## config.mk

```make
export PLATFORM = sky130hd
export DESIGN_NAME = wash_sequencer_multi
export DESIGN_NICKNAME = d
export VERILOG_FILES = /design/src/rtl/wash_pkg.sv /design/src/rtl/wash_sequencer_multi_tick.sv /design/src/rtl/wash_sequencer_multi.sv
export SDC_FILE = /design/constraint.sdc
export NUM_CORES = 1
export LEC_CHECK = 0
export ABC_AREA = 1
export CORE_MARGIN = 3
export CORE_UTILIZATION = 50
export DETAILED_ROUTE_END_ITERATION = 6
export PLACE_DENSITY = 0.69
export SKIP_CTS_REPAIR_TIMING = 1
export SKIP_LAST_GASP = 1
export SYNTH_ARGS = -nofsm -noshare
export SYNTH_HDL_FRONTEND = slang
export SYNTH_SLANG_ARGS = --single-unit
```

## constraint.sdc

```tcl
create_clock -name clk -period 3.57 [get_ports clk]
set_input_delay 0.8925 -clock clk [delete_from_list [all_inputs] [get_ports clk]]
set_output_delay 0.8925 -clock clk [all_outputs]
set_load 0.02 [all_outputs]
```

## src/rtl/wash_pkg.sv

```systemverilog
// wash_pkg: phase encodings and phase-length lookup shared by the wash sequencer.
package wash_pkg;
    localparam int PHASE_W = 3;

    typedef enum logic [PHASE_W-1:0] {
        PH_IDLE  = 3'd0,
        PH_FILL  = 3'd1,
        PH_WASH  = 3'd2,
        PH_RINSE = 3'd3,
        PH_SPIN  = 3'd4
    } phase_t;

    // Minutes a phase lasts, selected from the caller's per-phase durations.
    function automatic int phase_len(phase_t p, int fill_min, int wash_min, int rinse_min, int spin_min);
        return p == PH_FILL  ? fill_min  :
               p == PH_WASH  ? wash_min  :
               p == PH_RINSE ? rinse_min :
               p == PH_SPIN  ? spin_min  : 1;
    endfunction
endpackage

```

## src/rtl/wash_sequencer_multi_tick.sv

```systemverilog
// minute_tick_gen: prescaler producing a one-cycle tick every (TICKS_BASE << clk_freq) cycles.
//   clk, rst_n : clock, asynchronous active-low reset
//   clr        : restart the count from zero (phase entry / idle)
//   hold       : freeze the count and suppress the tick (spin pause)
//   clk_freq   : clock setting, scales the tick length by 1/2/4/8
//   tick       : high on the last cycle of each minute
module minute_tick_gen #(
    parameter int TICKS_BASE = 60_000_000,
    parameter int CNT_WIDTH  = 29
) (
    input  logic       clk,
    input  logic       rst_n,
    input  logic       clr,
    input  logic       hold,
    input  logic [1:0] clk_freq,
    output logic       tick
);
    logic [CNT_WIDTH-1:0] cnt, last;

    assign last = (CNT_WIDTH'(TICKS_BASE) << clk_freq) - 1'b1;
    assign tick = !hold && cnt == last;

    always_ff @(posedge clk or negedge rst_n)
        if (!rst_n)
            cnt <= '0;
        else if (clr)
            cnt <= '0;
        else if (!hold)
            cnt <= tick ? '0 : cnt + 1'b1;
endmodule

```

## src/rtl/wash_sequencer_multi.sv

```systemverilog
// wash_sequencer_multi: coin-started washing programme of N fill/wash/rinse passes plus one spin.
//   clk, rst_n       : clock, asynchronous active-low reset
//   coin_in          : start request, accepted only when idle
//   pass_sel         : requested passes (0 -> 1, above MAX_PASSES saturates), latched at coin
//   clk_freq         : clock setting 0..3 (1/2/4/8 MHz), latched at coin
//   timer_pause      : freezes the spin phase timer
//   abort            : synchronous cancel back to idle
//   phase, pass_idx, minutes_in_phase, busy, wash_done : registered status
module wash_sequencer_multi
    import wash_pkg::*;
#(
    parameter int TICKS_BASE = 60_000_000,
    parameter int CNT_WIDTH  = 29,
    parameter int MIN_WIDTH  = 4,
    parameter int FILL_MIN   = 2,
    parameter int WASH_MIN   = 5,
    parameter int RINSE_MIN  = 2,
    parameter int SPIN_MIN   = 1,
    parameter int MAX_PASSES = 4,
    parameter int PASS_WIDTH = 3
) (
    input  logic                  clk,
    input  logic                  rst_n,
    input  logic                  coin_in,
    input  logic [PASS_WIDTH-1:0] pass_sel,
    input  logic [1:0]            clk_freq,
    input  logic                  timer_pause,
    input  logic                  abort,
    output logic [PHASE_W-1:0]    phase,
    output logic [PASS_WIDTH-1:0] pass_idx,
    output logic [MIN_WIDTH-1:0]  minutes_in_phase,
    output logic                  busy,
    output logic                  wash_done
);
    phase_t                state, state_d;
    logic [PASS_WIDTH-1:0] passes, passes_d, pass_d, pass_sat;
    logic [MIN_WIDTH-1:0]  min_d;
    logic [1:0]            freq, freq_d;
    logic                  done_d, tick, clr, hold, phase_end, more;

    assign phase     = state;
    assign hold      = state == PH_SPIN && timer_pause;
    assign phase_end = tick && int'(minutes_in_phase) == phase_len(state, FILL_MIN, WASH_MIN, RINSE_MIN, SPIN_MIN) - 1;
    assign more      = pass_idx < passes - 1'b1;
    assign pass_sat  = pass_sel == '0 ? PASS_WIDTH'(1) :
                       pass_sel > PASS_WIDTH'(MAX_PASSES) ? PASS_WIDTH'(MAX_PASSES) : pass_sel;

    minute_tick_gen #(
        .TICKS_BASE(TICKS_BASE),
        .CNT_WIDTH (CNT_WIDTH)
    ) u_tick (
        .clk     (clk),
        .rst_n   (rst_n),
        .clr     (clr),
        .hold    (hold),
        .clk_freq(freq),
        .tick    (tick)
    );

    // Abort outranks everything; the prescaler is held clear while idle so every
    // phase entry starts a fresh minute.
    always_comb begin
        state_d  = state;
        pass_d   = pass_idx;
        min_d    = minutes_in_phase;
        done_d   = wash_done;
        passes_d = passes;
        freq_d   = freq;
        clr      = 1'b0;
        if (abort) begin
            state_d = PH_IDLE;
            pass_d  = '0;
            min_d   = '0;
            done_d  = 1'b0;
            clr     = 1'b1;
        end else if (state == PH_IDLE) begin
            clr = 1'b1;
            if (coin_in) begin
                state_d  = PH_FILL;
                pass_d   = '0;
                done_d   = 1'b0;
                passes_d = pass_sat;
                freq_d   = clk_freq;
            end
        end else if (phase_end) begin
            clr     = 1'b1;
            min_d   = '0;
            state_d = state == PH_FILL  ? PH_WASH :
                      state == PH_WASH  ? PH_RINSE :
                      state == PH_RINSE ? (more ? PH_FILL : PH_SPIN) : PH_IDLE;
            pass_d  = state == PH_RINSE && more ? pass_idx + 1'b1 : pass_idx;
            done_d  = wash_done | (state == PH_SPIN);
        end else if (tick) begin
            min_d = minutes_in_phase + 1'b1;
        end
    end

    always_ff @(posedge clk or negedge rst_n)
        if (!rst_n) begin
            state            <= PH_IDLE;
            pass_idx         <= '0;
            minutes_in_phase <= '0;
            busy             <= 1'b0;
            wash_done        <= 1'b0;
            passes           <= '0;
            freq             <= '0;
        end else begin
            state            <= state_d;
            pass_idx         <= pass_d;
            minutes_in_phase <= min_d;
            busy             <= state_d != PH_IDLE;
            wash_done        <= done_d;
            passes           <= passes_d;
            freq             <= freq_d;
        end
endmodule

```

# Word-level counts from Yosys, hierarchy flattened
# Index checks and enable logic that the tools add are counted.
[op_classes]
bitwise_logic = 2
n_lt_le_gt_ge = 2
muxes = 32
n_reduce_logical = 15
add_sub_neg = 6
eq_ne = 9
shifts = 1
[op_table]
columns = ["operator", "count"]
rows = [
  ["29-bit 2-to-1 mux", 3],
  ["3-bit 2-to-1 mux", 17],
  ["29-bit by 1-bit adder with 29-bit output, second input constant", 1],
  ["29-bit == test", 1],
  ["26-bit by 2-bit << shifter with 29-bit output, first input constant", 1],
  ["29-bit by 1-bit subtractor with 29-bit output, second input constant", 1],
  ["4-bit 2-to-1 mux", 4],
  ["3-bit nonzero test", 4],
  ["1-bit 2-to-1 mux", 7],
  ["3-bit by 2-bit == test with 1-bit output, second input constant", 2],
  ["3-bit logical NOT", 2],
  ["3-bit AND reduction", 2],
  ["5-bit by 4-bit == test with 1-bit output", 1],
  ["4-bit by 1-bit adder with 4-bit output, second input constant", 1],
  ["1-bit logical AND", 4],
  ["2-bit inequality test, second input constant", 2],
  ["2-bit AND reduction", 2],
  ["3-bit by 1-bit subtractor with 4-bit output, second input constant", 1],
  ["3-bit by 1-bit adder with 3-bit output, second input constant", 1],
  ["3-bit by 1-bit == test with 1-bit output, second input constant", 1],
  ["3-bit == test, second input constant", 1],
  ["3-bit greater-than comparator, second input constant", 1],
  ["3-bit < comparator", 1],
  ["3-bit inequality test, second input constant", 1],
  ["5 further kinds", 5],
]
[totals]
out_inout_bits = 12
ff_bits = 46

# Longest topological paths before layout
# Gate-level depths: netlist of the first run.
[depth]
word_depth = 11
depth_mapped = 17
depth_no_buf = 15

# Cells and area by module
# A second synthesis of the first run with hierarchy kept.
[unflattened]
cells_unflattened = 529
hier_area_um2 = 3535.9
[modules_own_cells]
columns = ["module", "area_per_inst_um2", "instances", "cells_per_inst", "seq_area_each_um2"]
rows = [
  ["minute_tick_gen", 2478.6, 1, 400, 725.7],
  ["wash_sequencer_multi", 1057.3, 1, 129, 425.4],
]

# Worst setup path before layout of the first run
# Ideal clock, no wire load.
[synth_path]
kind = "flip-flop to flip-flop"
start = "reg freq[1]"
end = "reg u_tick.cnt[26]"
slack_ps = 1355
required_ps = 3445
path_stages_with_launch = 17
setup_time_ps = 125
t_arrival_ps = 2091
n_path_buf = 2
period_less_slack_ps = 2215
path_cell_list = "dfrtp_1 -> buf_2 -> inv_2 -> ha_1 -> nand2_1 -> inv_1 -> nor2_1 -> nand2_1 -> nor2_1 -> nand2_1 -> nor2_2 -> nand3_4 -> nand2_4 -> nor2_8 -> buf_6 -> nand2_1 -> o21ai_1"
[synth_between]
elab_chain_cells = 9
word_cells_on_any_way = 12
classes_between = "add/sub: 1; eq/ne: 2; shift: 1; mux: 6; reduce/logical: 2"
[synth_rtl]
columns = ["item", "line", "rtl"]
rows = [
  ["start: declaration", "wash_sequencer_multi.sv:38", "logic [1:0] freq, freq_d;"],
  ["start signal: assignment", "wash_sequencer_multi.sv:114", "freq <= freq_d;"],
  ["26-bit by 2-bit << shifter with 29-bit output *", "wash_sequencer_multi_tick.sv:20", "assign last = (CNT_WIDTH'(TICKS_BASE) << clk_freq) - 1'b1;"],
  ["29-bit by 1-bit subtractor with 29-bit output *", "wash_sequencer_multi_tick.sv:20", ""],
  ["29-bit == test *", "wash_sequencer_multi_tick.sv:21", "assign tick = !hold && cnt == last;"],
  ["1-bit logical AND *", "wash_sequencer_multi_tick.sv:21", ""],
  ["1-bit logical AND", "wash_sequencer_multi.sv:43", "assign phase_end = tick && int'(minutes_in_phase) == phase_len(state, FILL_MIN, WASH_MIN, RINSE_MIN, SPIN_MIN) ..."],
  ["1-bit 2-to-1 mux", "wash_sequencer_multi.sv:85", "end else if (phase_end) begin"],
  ["1-bit 2-to-1 mux", "wash_sequencer_multi.sv:76", "end else if (state == PH_IDLE) begin"],
  ["1-bit 2-to-1 mux", "wash_sequencer_multi.sv:70", "if (abort) begin"],
  ["2-bit inequality test (no source line) / 29-bit 2-to-1 mux (equally long branches)", "-", ""],
  ["end signal: assignment", "wash_sequencer_multi_tick.sv:29", "cnt <= tick ? '0 : cnt + 1'b1;"],
  ["end: declaration", "wash_sequencer_multi_tick.sv:18", "logic [CNT_WIDTH-1:0] cnt, last;"],
]
# Mark *: on every way between the ends. The rest lies on a longest branch, timed or not. The select of a mux whose other input is x is not followed.
# A chain may end at the register's enable or synchronous reset.

# Worst setup path after layout of the first run
[layout_path]
start = "reg freq[0]"
end = "reg minutes_in_phase[0]"
[layout_between]
elab_chain_cells = 8
word_cells_on_any_way = 10
classes_between = "add/sub: 1; eq/ne: 1; shift: 1; mux: 3; reduce/logical: 4"
[layout_rtl]
columns = ["item", "line", "rtl"]
rows = [
  ["26-bit by 2-bit << shifter with 29-bit output *", "wash_sequencer_multi_tick.sv:20", ""],
  ["29-bit by 1-bit subtractor with 29-bit output *", "wash_sequencer_multi_tick.sv:20", ""],
  ["29-bit == test *", "wash_sequencer_multi_tick.sv:21", ""],
  ["1-bit logical AND *", "wash_sequencer_multi_tick.sv:21", ""],
  ["1-bit logical AND", "wash_sequencer_multi.sv:43", ""],
  ["4-bit 2-to-1 mux", "wash_sequencer_multi.sv:85", ""],
  ["4-bit 2-to-1 mux", "wash_sequencer_multi.sv:76", ""],
  ["4-bit 2-to-1 mux", "wash_sequencer_multi.sv:70", ""],
  ["end signal: assignment", "wash_sequencer_multi.sv:110", "minutes_in_phase <= min_d;"],
  ["end: declaration", "wash_sequencer_multi.sv:31", "output logic [MIN_WIDTH-1:0] minutes_in_phase,"],
]
# Marked as above.

==> results of run 1 <==
[worst register-to-register path, stage by stage, from the launching register on]
cell	delay (ps)
dfrtp_1	500
inv_1	160
ha_1	440
inv_1	110
nand2_1	70
nand2_1	50
nor2_1	80
nand2_1	50
nor2_1	160
nand2_1	80
nor2_1	350
a21oi_1	300
nand2_1	110
o21ai_0	90
[routing by layer]
| layer | wire length (um) | part of all wire [%] | vias to the layer above |
|---|---|---|---|
| met3 | 595 | 5.6 | 9 |
| met2 | 4820 | 45 | 100 |
| li1 | - | - | 1890 |
| met5 | 0 | 0 | - |
| met4 | 119 | 1.1 | 0 |
| met1 | 5110 | 48 | 1687 |
[layout make-up]
class,count,area (um^2),area share (%)
clock buffers,7,86.3,2.04
repair buffers,26,243,5.75
multi-input cells,462,2360,55.8
well taps,99,124,2.93
clock inverters,1,8.76,0.207
inverters,66,253,5.99
flip-flops and latches,46,1150,27.3
[cell usage after synthesis (3+ instances only)]
master    number
o21ai_0       17
nand3_1       42
nand4_1       12
nor2_1        77
ha_1          14
buf_6          4
nor2_4         4
xnor2_1        3
nor3_1        17
clkbuf_1       5
dfrtp_1       46
o21ai_1        6
inv_1         63
nand2_1      205
nor2_2         5
o21ai_2       11
buf_2          8
nand3b_1       3
a21oi_1        5
xor2_1        25
[worst paths after layout]
path / cells after the start / start / slack [ps] / end
setup / recovery: 13 / freq[0] / 870 / minutes_in_phase[0]
hold / removal: 2 / wash_done / 530 / wash_done
setup reg to reg: 13 / freq[0] / 870 / minutes_in_phase[0]
hold reg to reg: 2 / wash_done / 530 / wash_done
max in group asynchronous: 1 / rst_n / 2140 / u_tick.cnt[27]
min in group asynchronous: 1 / rst_n / 760 / u_tick.cnt[6]
[per-stage QoR]
stage	setup slack, ps	total power, uW	util [%]
after floorplan	1350	796	-
after global placement	649	896	56.0
final	867	1240	57.3
after detailed placement	603	901	56.0
after CTS	921	1250	57.3
after global routing	658	1320	57.3
[state kept, by name, indices dropped and copies added, names as in the netlist]
register	flops
u_tick.cnt	29
minutes_in_phase	4
pass_idx	3
passes	3
phase	3
freq	2
busy	1
wash_done	1
[power by group]
part | switching (uW) | internal (uW) | total, uW
sequential | 21.0 | 540 | 561
combinational | 214 | 118 | 332
clock | 187 | 160 | 347
[kinds of logic (layout without fill, tap and decap cells)]
family / Yosys count / in the layout
AO/OA/AOI/OAI: 42 / 42
XOR/XNOR: 28 / 28
adder cells (fa/ha/maj): 14 / 14
buffers and inverters: 85 / 100
flip-flops: 46 / 46
AND/OR/NAND/NOR: 378 / 378
==> Flow_metrics.wiki, run 1 <==
{| class="wikitable"
! Metric !! Value
|-
| Adder-cell share of the synthesized area || around 4.5%
|-
| Cell accounting for the most synthesized area || dfrtp_1
|-
| # rows || 31
|-
| Clk Latency, worst-skew pair || 310 ps
|-
| Worst min path class || register to register
|-
| Core outline area || around 0.0074 mm^2
|-
| Mux cell area share after synthesis || 0%
|-
| TritonCTS clock tree || built
|-
| Combined buffer and inverter count along the critical path || 2
|-
| Number of synthesis warnings || 0
|-
| Synthesized-area fraction occupied by xor and xnor cells || under 10%
|-
| Clock root buffer || clkbuf_8
|-
| Leakage || 0.00205 uW
|-
| Status || finished, final reports clean
|-
| Final cell area excluding filler cells || roughly 0.0042 mm^2
|-
| Clock Skew || 8.91 ps
|-
| Chip height || roughly 94 um
|-
| Total routed wirelength || 10600 um
|-
| Number of placed I/O pins || 22
|-
| Critical Path AT || 2860 ps
|-
| Final setup violation count || 0
|-
| Worst Hold Margin || approximately 530 ps
|-
| Post-synth net total || 617
|-
| Reg clk slew, reported paths || 90 ps
|-
| Layout-stage area growth over the synthesis result || 8.91%
|-
| IO Port Bufs || 21
|-
| Maximum buffer depth of the clock tree || 2
|-
| DRT iter0 DRCs || 272
|-
| Average wire per standard cell || approximately 15 um
|-
| Die area || about 0.0088 mm^2
|-
| Gr busiest metal || met2
|-
| Vias/cell || around 5.2
|-
| Maximum level of the CTS H-tree || 2
|-
| Sink Count || 46
|-
| Number of global-route vias before repair || between 3000 and 4000
|-
| Critical-path cell list || inv_1 > ha_1 > inv_1 > nand2_1 > nand2_1 > nor2_1 > nand2_1 > nor2_1 > nand2_1 > nor2_1 > a21oi_1 > nand2_1 > o21ai_0
|-
| Count of unique library cells instantiated by Yosys || 36
|-
| Top post-synthesis cells by area || dfrtp_1, nand2_1, nor2_1
|-
| Met2 Resource Use GR || about two fifths
|-
| Unrepaired setup endpoints after global routing || no
|-
| Area fraction in compound gates after synthesis || 6.68%
|-
| Top-area cell type share of the netlist area || 29.7%
|-
| Slowest cell on the critical path || dfrtp_1
|-
| Total gr overflow || 0
|-
| Dominant combinational cell family by area after synthesis || simple AND/OR/NAND/NOR gates
|-
| Ant. Diodes || 0
|-
| Count of antenna-violating nets left after detailed routing || 0
|-
| Layout Cells excl Fill || 707
|-
| Startpoint Class || register
|-
| Shortest period the worst path allows || 2700 ps
|-
| Post-route fraction of the period consumed by the critical path || 75.7%
|-
| Placed Cells || 699
|-
| Crit path capture type || register
|-
| Slew at the pin closest to its max-slew limit || 1060 ps
|-
| PD cells || 294 mW/mm^2
|-
| Half-perimeter wire length of the detailed placement result || 8200 um
|-
| Final slew viol count || 0
|-
| Post-synthesis area per instance || 6.54 um^2
|-
| First drt pass iteration count || 5
|-
| Worst Path Class, Setup || register to register
|-
| Async set or reset register ratio after synthesis || 100%
|-
| Starting utilization of the core area || about 53%
|-
| Max cap viols || 0
|-
| Via count || roughly 3700
|-
| Area after DPL || 0.00413 mm^2
|-
| Area share of and/or/nand/nor cells after synthesis || a little over two fifths
|-
| Sequential cell area fraction in the yosys report || 29.7%
|-
| Share of layout cells above drive strength 1 || under 10%
|-
| Global Route met1 Usage || 37.8%
|-
| Max IR drop VDD || 0.000206 V
|-
| Delay-heaviest family, CP || simple AND/OR/NAND/NOR gates
|-
| RD Place Congestion || 0.916
|-
| Largest fanout of any net on the critical path || 8
|-
| CP max stage delay || 500 ps
|-
| Post-synthesis sequential element count || 46
|-
| Worst rel slew slack || 29.4%
|-
| Cell count after synthesis || 593
|-
| Most common cell after layout, fill and taps aside || nand2_1
|-
| F_max || roughly 370 MHz
|-
| Setup_tns || 0 ps
|-
| Final nets || between 600 and 700
|-
| Critical Path Most Common Cell || nand2_1
|-
| First-pass GRT wire length || 17800 um
|-
| Maximum number of pins on one net before global-route repair || 47
|-
| Required time reported for the critical path endpoint || between 3000 and 4000 ps
|-
| Number of synthesized flops with an enable pin || 0
|-
| Die Width || ~94 um
|-
| Total Routing Usage GR || 26.2%
|-
| Number of clock buffers inserted by TritonCTS || 5
|-
| Leading register cell type out of synthesis || dfrtp_1
|-
| Initial antenna violation count || 0
|-
| Most used cells in the layout excluding fill and tap cells || nand2_1, nor2_1, inv_1, dfrtp_1, nand3_1
|-
| Synthesized area || around 0.0039 mm^2
|-
| Filler cell count in the final layout || 756
|-
| Final hold violation count || 0
|-
| Met3 GRT Util || 3.85%
|-
| Number of remaining DRC errors || 0
|}
Note: power is estimated with default switching activity, not from simulation.
==> run 2, diff against run 1 <==
- clock period: 3.57 -> 2.8 ns (I/O delays scaled with it)
==> Flow_metrics.wiki, run 2 (synthesis results as in run 1) <==
{| class="wikitable"
! Metric !! Value
|-
| Total length of routed met3 wires || 718 um (+21%)
|-
| Pre-CTS worst setup slack || 105 ps (-498 ps)
|-
| Maximum number of pins on one net before global-route repair || 46 (-2.1%)
|-
| TritonCTS clock tree || built
|-
| Max IR drop VDD || 0.000224 V (+8.6%)
|-
| Required time reported for the critical path endpoint || 2980 ps (-750 ps)
|-
| Final hold violation count || 0 (unchanged)
|-
| Critical-path cell list || inv_1 > ha_1 > nand2_1 > inv_1 > nor2_1 > nand2_1 > nor2_1 > nand2_1 > nor2_2 > nand3_4 > buf_4 > nand2_1 > nand3_1 > nand2_1 > nand3_1
|-
| Shortest period the worst path allows || 2570 ps (-130 ps)
|-
| Seq. cell area || 0.00115 mm^2 (unchanged)
|-
| Max cap viols || 0 (unchanged)
|-
| R2R cell count || 15 (+2)
|-
| Chip height || 94.1 um (unchanged)
|-
| Status || finished, final reports clean
|-
| Worst min path class || input port to asynchronous set/reset pin
|-
| Filler cell count in the final layout || 781 (+3.3%)
|-
| IO Port Bufs || 21 (unchanged)
|-
| First drt pass iteration count || 5 (unchanged)
|-
| Clock Skew || 8.68 ps (-0.231 ps)
|-
| Maximum level of the CTS H-tree || 2 (unchanged)
|-
| Setup_tns || 0 ps (unchanged)
|-
| F_max || 389 MHz (+5.0%)
|-
| Sink Count || 46 (unchanged)
|-
| Ant. Diodes || 0 (unchanged)
|-
| DRT met1 WL || 4860 um (-4.9%)
|-
| Number of clock buffers inserted by TritonCTS || 5 (unchanged)
|-
| Post-route fraction of the period consumed by the critical path || 91.9% (+16 points)
|-
| Total Routing Usage GR || 26.1% (about the same)
|-
| PD cells || 383 mW/mm^2 (+31%)
|-
| Total routed wirelength || 10700 um (+0.30%)
|-
| Slew at the pin closest to its max-slew limit || 704 ps (-354 ps)
|-
| Via count || 3733 (+1.3%)
|-
| Share of layout cells above drive strength 1 || 8.36% (+0.47 points)
|-
| Maximum buffer depth of the clock tree || 2 (unchanged)
|-
| Utilization after layout || 57.9% (+0.61 points)
|-
| Initial antenna violation count || 0 (unchanged)
|-
| Critical Path AT || 2760 ps (-100 ps)
|-
| Clk Latency, worst-skew pair || 300 ps (about the same)
|-
| Net switching component of the power || 530 uW (+26%)
|-
| Average wire per standard cell || 15.1 um (about the same)
|-
| Vias/cell || 5.27 (+0.99%)
|-
| Half-perimeter wire length of the detailed placement result || 8260 um (+0.71%)
|-
| Largest fanout of any net on the critical path || 27 (+19)
|-
| Top layer reached by signal wires || met4
|-
| Flip-flop count of the largest register after layout || 29 (unchanged)
|-
| Most common cell after layout, fill and taps aside || nand2_1
|-
| Slowest cell on the critical path || dfrtp_1
|-
| Number of remaining DRC errors || 0 (unchanged)
|-
| Worst Path Class, Setup || register to register
|-
| Number of global-route vias before repair || 3564 (+3.0%)
|-
| Leakage || 0.00207 uW (+0.66%)
|-
| Unrepaired setup endpoints after global routing || yes
|-
| Final nets || 633 (+0.32%)
|-
| Relative contribution of combinational cells to total power || 25.7% (-1.1 points)
|-
| Count of antenna-violating nets left after detailed routing || 0 (unchanged)
|-
| Total gr overflow || 0 (unchanged)
|-
| # rows || 31 (unchanged)
|-
| Starting utilization of the core area || 52.6% (unchanged)
|-
| DRT iter0 DRCs || 229 (-16%)
|-
| Critical Path Most Common Cell || nand2_1
|-
| Die area || 0.00885 mm^2 (unchanged)
|-
| Worst Hold Margin || 374 ps (-159 ps)
|-
| RD Place Congestion || 0.982 (+7.2%)
|-
| Largest register by flop count || u_tick.cnt
|-
| Most used cells in the layout excluding fill and tap cells || nand2_1, nor2_1, inv_1, dfrtp_1, nand3_1
|-
| Sequential fraction of design power || 43.7% (-1.5 points)
|-
| Layout-stage area growth over the synthesis result || 10.1%
|-
| Worst rel slew slack || 52.7% (+23 points)
|-
| Switching power as a share of total power || 32.4% (-1.6 points)
|-
| Startpoint Class || register
|-
| Crit path capture type || register
|-
| Total met2 wirelength after detailed routing || 4980 um (+3.4%)
|-
| Number of placed I/O pins || 22 (unchanged)
|-
| Clock root buffer || clkbuf_8
|-
| Internal power of the cells || 1110 uW (+35%)
|-
| Reg clk slew, reported paths || 90 ps (about the same)
|-
| Clock network power share || 30.6% (+2.6 points)
|-
| PnR worst setup slack || 227 ps (-640 ps)
|-
| Core outline area || 0.00737 mm^2 (unchanged)
|-
| Die Width || 94.1 um (unchanged)
|-
| Total area of multi-input combinational cells || 0.00236 mm^2 (+0.11%)
|-
| Leading registers by flop count || u_tick.cnt (29), minutes_in_phase (4)
|-
| CP max stage delay || 460 ps (-40 ps)
|-
| Final slew viol count || 0 (unchanged)
|-
| First-pass GRT wire length || 17900 um (+0.78%)
|-
| Final setup violation count || 0 (unchanged)
|}
[run 2: changes by cell type in the layout (fill, tap and decap cells not counted), sizes merged]
cell,previous run,this run
bufinv,0,1
inv,66,65
clkinvlp,0,1
clkbuf,7,6
buf,6,8
[run 2: per-stage QoR]
stage | total power, uW | instances | cell area [um^2]
floorplan | 1010 | 593 | 3880
CTS | 1650 | 709 | 4270
global route | 1750 | 709 | 4270
global placement | 1150 | 701 | 4160
finish | 1640 | 709 | 4270
detailed placement | 1150 | 701 | 4160
[run 2: layout make-up]
class	count	area share [%]
Multi-Input combinational cell	462	55.3
Sequential cell	46	27.0
Timing Repair Buffer	28	6.33
Inverter	66	5.92
Tap cell	99	2.90
Clock buffer	6	1.70
Clock inverter	2	0.880
[run 2: metal layers]
metal | up-vias | global-route usage, %
li1 | 1884 | -
met1 | 1693 | 37.0
met2 | 146 | 42.8
met3 | 10 | 3.45
met4 | 0 | 5.17
met5 | - | 0
[run 2: final timing paths]
path	start	endpoint	slack, ps
setup / recovery	freq[0]	busy	230
hold / removal	rst_n	u_tick.cnt[9]	370
setup reg to reg	freq[0]	busy	230
hold reg to reg	wash_done	wash_done	520
max in group asynchronous	rst_n	u_tick.cnt[13]	1810
min in group clk	wash_done	wash_done	520
[run 2: power groups by stage]
stage	sequential (uW)	combinational [uW]	clock, uW
floorplan	737	278	0
global placement	727	418	0
detailed placement	728	420	0
CTS	715	422	517
global route	719	485	544
finish	714	421	501
[run 2: critical path: cells and delay by family (launching register included)]
kind                       cells  cell delay [ps]
buffers and inverters          3              460
and+or+nand+nor               11             1110
adders and majority gates      1              410
DFF                            1              460
==> run 3, diff against run 2 <==
- CORE_MARGIN: 3 -> unset
- CTS_CLUSTER_SIZE: unset -> 25
==> Flow_metrics.wiki, run 3 (synthesis results as in run 1) <==
{| class="wikitable"
! Metric !! Value
|-
| Status || finished, final reports clean
|-
| Worst rel slew slack || 59.0% (+6.3 points)
|-
| Half-perimeter wire length of the detailed placement result || 8160 um (-1.3%)
|-
| Number of global-route vias before repair || 3453 (-3.1%)
|-
| Worst min path class || input port to asynchronous set/reset pin
|-
| # rows || 31 (unchanged)
|-
| Max IR drop VDD || 0.000303 V (+35%)
|-
| Via count || 3758 (+0.67%)
|-
| Startpoint Class || register
|-
| Max cap viols || 0 (unchanged)
|-
| Leading registers by flop count || u_tick.cnt (29), minutes_in_phase (4)
|-
| Post-route fraction of the period consumed by the critical path || 88.7% (-3.2 points)
|-
| Most common cell after layout, fill and taps aside || nand2_1
|-
| Area after DPL || 0.00414 mm^2 (-0.30%)
|-
| Total power after layout || 1660 uW (+1.4%)
|-
| Initial antenna violation count || 0 (unchanged)
|-
| Critical Path AT || 2670 ps (-90 ps)
|-
| Sink Count || 46 (unchanged)
|-
| Starting utilization of the core area || 52.6% (unchanged)
|-
| Unrepaired setup endpoints after global routing || no
|-
| Total routed wirelength || 11000 um (+3.1%)
|-
| Reg clk slew, reported paths || 100 ps (about the same)
|-
| Required time reported for the critical path endpoint || 2980 ps (about the same)
|-
| Shortest period the worst path allows || 2480 ps (-89.3 ps)
|-
| Total Routing Usage GR || 27.5% (+1.3 points)
|-
| Worst Hold Margin || 474 ps (+99.9 ps)
|-
| Final hold violation count || 0 (unchanged)
|-
| Layout-stage area growth over the synthesis result || 10.3%
|-
| Clk Latency, worst-skew pair || 310 ps (about the same)
|-
| Maximum number of pins on one net before global-route repair || 47 (+2.2%)
|-
| Utilization after layout || 58.0% (+0.12 points)
|-
| Final slew viol count || 0 (unchanged)
|-
| F_max || 403 MHz (+3.6%)
|-
| First drt pass iteration count || 5 (unchanged)
|-
| Final setup violation count || 0 (unchanged)
|-
| Final cell area excluding filler cells || 0.00428 mm^2 (+0.21%)
|-
| Number of remaining DRC errors || 0 (unchanged)
|-
| Flip-flop count of the largest register after layout || 29 (unchanged)
|-
| Clock root buffer || clkbuf_8
|-
| Maximum level of the CTS H-tree || 2 (unchanged)
|-
| Most used cells in the layout excluding fill and tap cells || nand2_1, nor2_1, inv_1, dfrtp_1, nand3_1
|-
| Clock Skew || 12.9 ps (+4.18 ps)
|-
| Slew at the pin closest to its max-slew limit || 611 ps (-93.3 ps)
|-
| Filler cell count in the final layout || 716 (-8.3%)
|-
| Setup_tns || 0 ps (unchanged)
|-
| Share of layout cells above drive strength 1 || 8.66% (+0.30 points)
|-
| Seq. cell area || 0.00115 mm^2 (+0.11%)
|-
| Ant. Diodes || 0 (unchanged)
|-
| Worst Path Class, Setup || register to register
|-
| Average wire per standard cell || 15.5 um (+2.8%)
|-
| Total area of multi-input combinational cells || 0.00238 mm^2 (+0.85%)
|-
| Total gr overflow || 0 (unchanged)
|-
| First-pass GRT wire length || 17700 um (-1.2%)
|-
| Critical R2R Launch || freq[0]
|-
| DRT iter0 DRCs || 304 (+33%)
|-
| Leakage || 0.00207 uW (about the same)
|-
| Maximum buffer depth of the clock tree || 2 (unchanged)
|-
| Chip height || 90.1 um (-4.3%)
|-
| PD cells || 388 mW/mm^2 (+1.2%)
|-
| Number of clock buffers inserted by TritonCTS || 5 (unchanged)
|-
| Critical Path Start || freq[0]
|-
| Die Width || 90.1 um (-4.3%)
|-
| Final nets || 635 (+0.32%)
|-
| Count of antenna-violating nets left after detailed routing || 0 (unchanged)
|-
| TritonCTS clock tree || built
|-
| Vias/cell || 5.29 (+0.39%)
|-
| Crit path capture type || register
|-
| IO Port Bufs || 21 (unchanged)
|-
| Largest register by flop count || u_tick.cnt
|-
| Largest fanout of any net on the critical path || 27 (unchanged)
|-
| Core outline area || 0.00737 mm^2 (unchanged)
|-
| Number of placed I/O pins || 22 (unchanged)
|-
| Die area || 0.00811 mm^2 (-8.3%)
|-
| RD Place Congestion || 0.992 (+0.98%)
|}
run 3: cell types whose count changed in the layout (fill, tap and decap cells not counted), sizes merged:
cell  delta
nor2     +2
run 3: worst max-delay path, cell delays in order (launching register included):
cell and delay [ps]:
dfrtp_2 440, inv_1 130, ha_1 400, nand2_1 110, inv_1 40, nor2_1 120, nand2_1 70, nor2_1 170
nand2_1 90, nor2_2 140, nand3_4 100, buf_4 250, nand2_1 90, nand3_1 60, nand2_1 80, nand3_1 70
run 3: cell type report:
cell class / count / area share, %
Multi-Input combinational cell: 464 / 55.6
Sequential cell: 46 / 26.9
Timing Repair Buffer: 28 / 6.03
Inverter: 66 / 5.91
Tap cell: 99 / 2.90
Clock buffer: 6 / 1.70
Clock inverter: 2 / 0.878
run 3: worst paths after layout:
kind	depth (start not counted)	end	slack [ps]
setup / recovery	15	busy	320
hold / removal	2	passes[2]	470
setup reg to reg	15	busy	320
hold reg to reg	2	wash_done	530
max in group asynchronous	2	freq[0]	1900
min in group clk	2	wash_done	530
run 3: power breakdown:
part	total, uW	switching [uW]	internal (uW)	leakage, uW
clock network	517	250	267	0.0000514
registers	716	26.7	689	0.000627
logic	426	275	150	0.00139
total	1660	552	1110	0.00207
run 3: per-stage QoR:
stage	std cells	setup slack, ps
2_1_floorplan	593	585
3_3_place_gp	701	125
3_5_place_dp	701	110
4_1_cts	709	243
5_1_grt	711	55.6
6_report	711	316
run 3: layer usage:
metal  global-route usage [%]  share of wire (%)  vias to the layer above
met1                     37.8                 46                     1735
met4                     6.85               0.87                        0
met3                     3.13                6.3                        8
met2                     46.0                 47                      118
met5                        0                  0                        -
li1                         -                  -                     1897
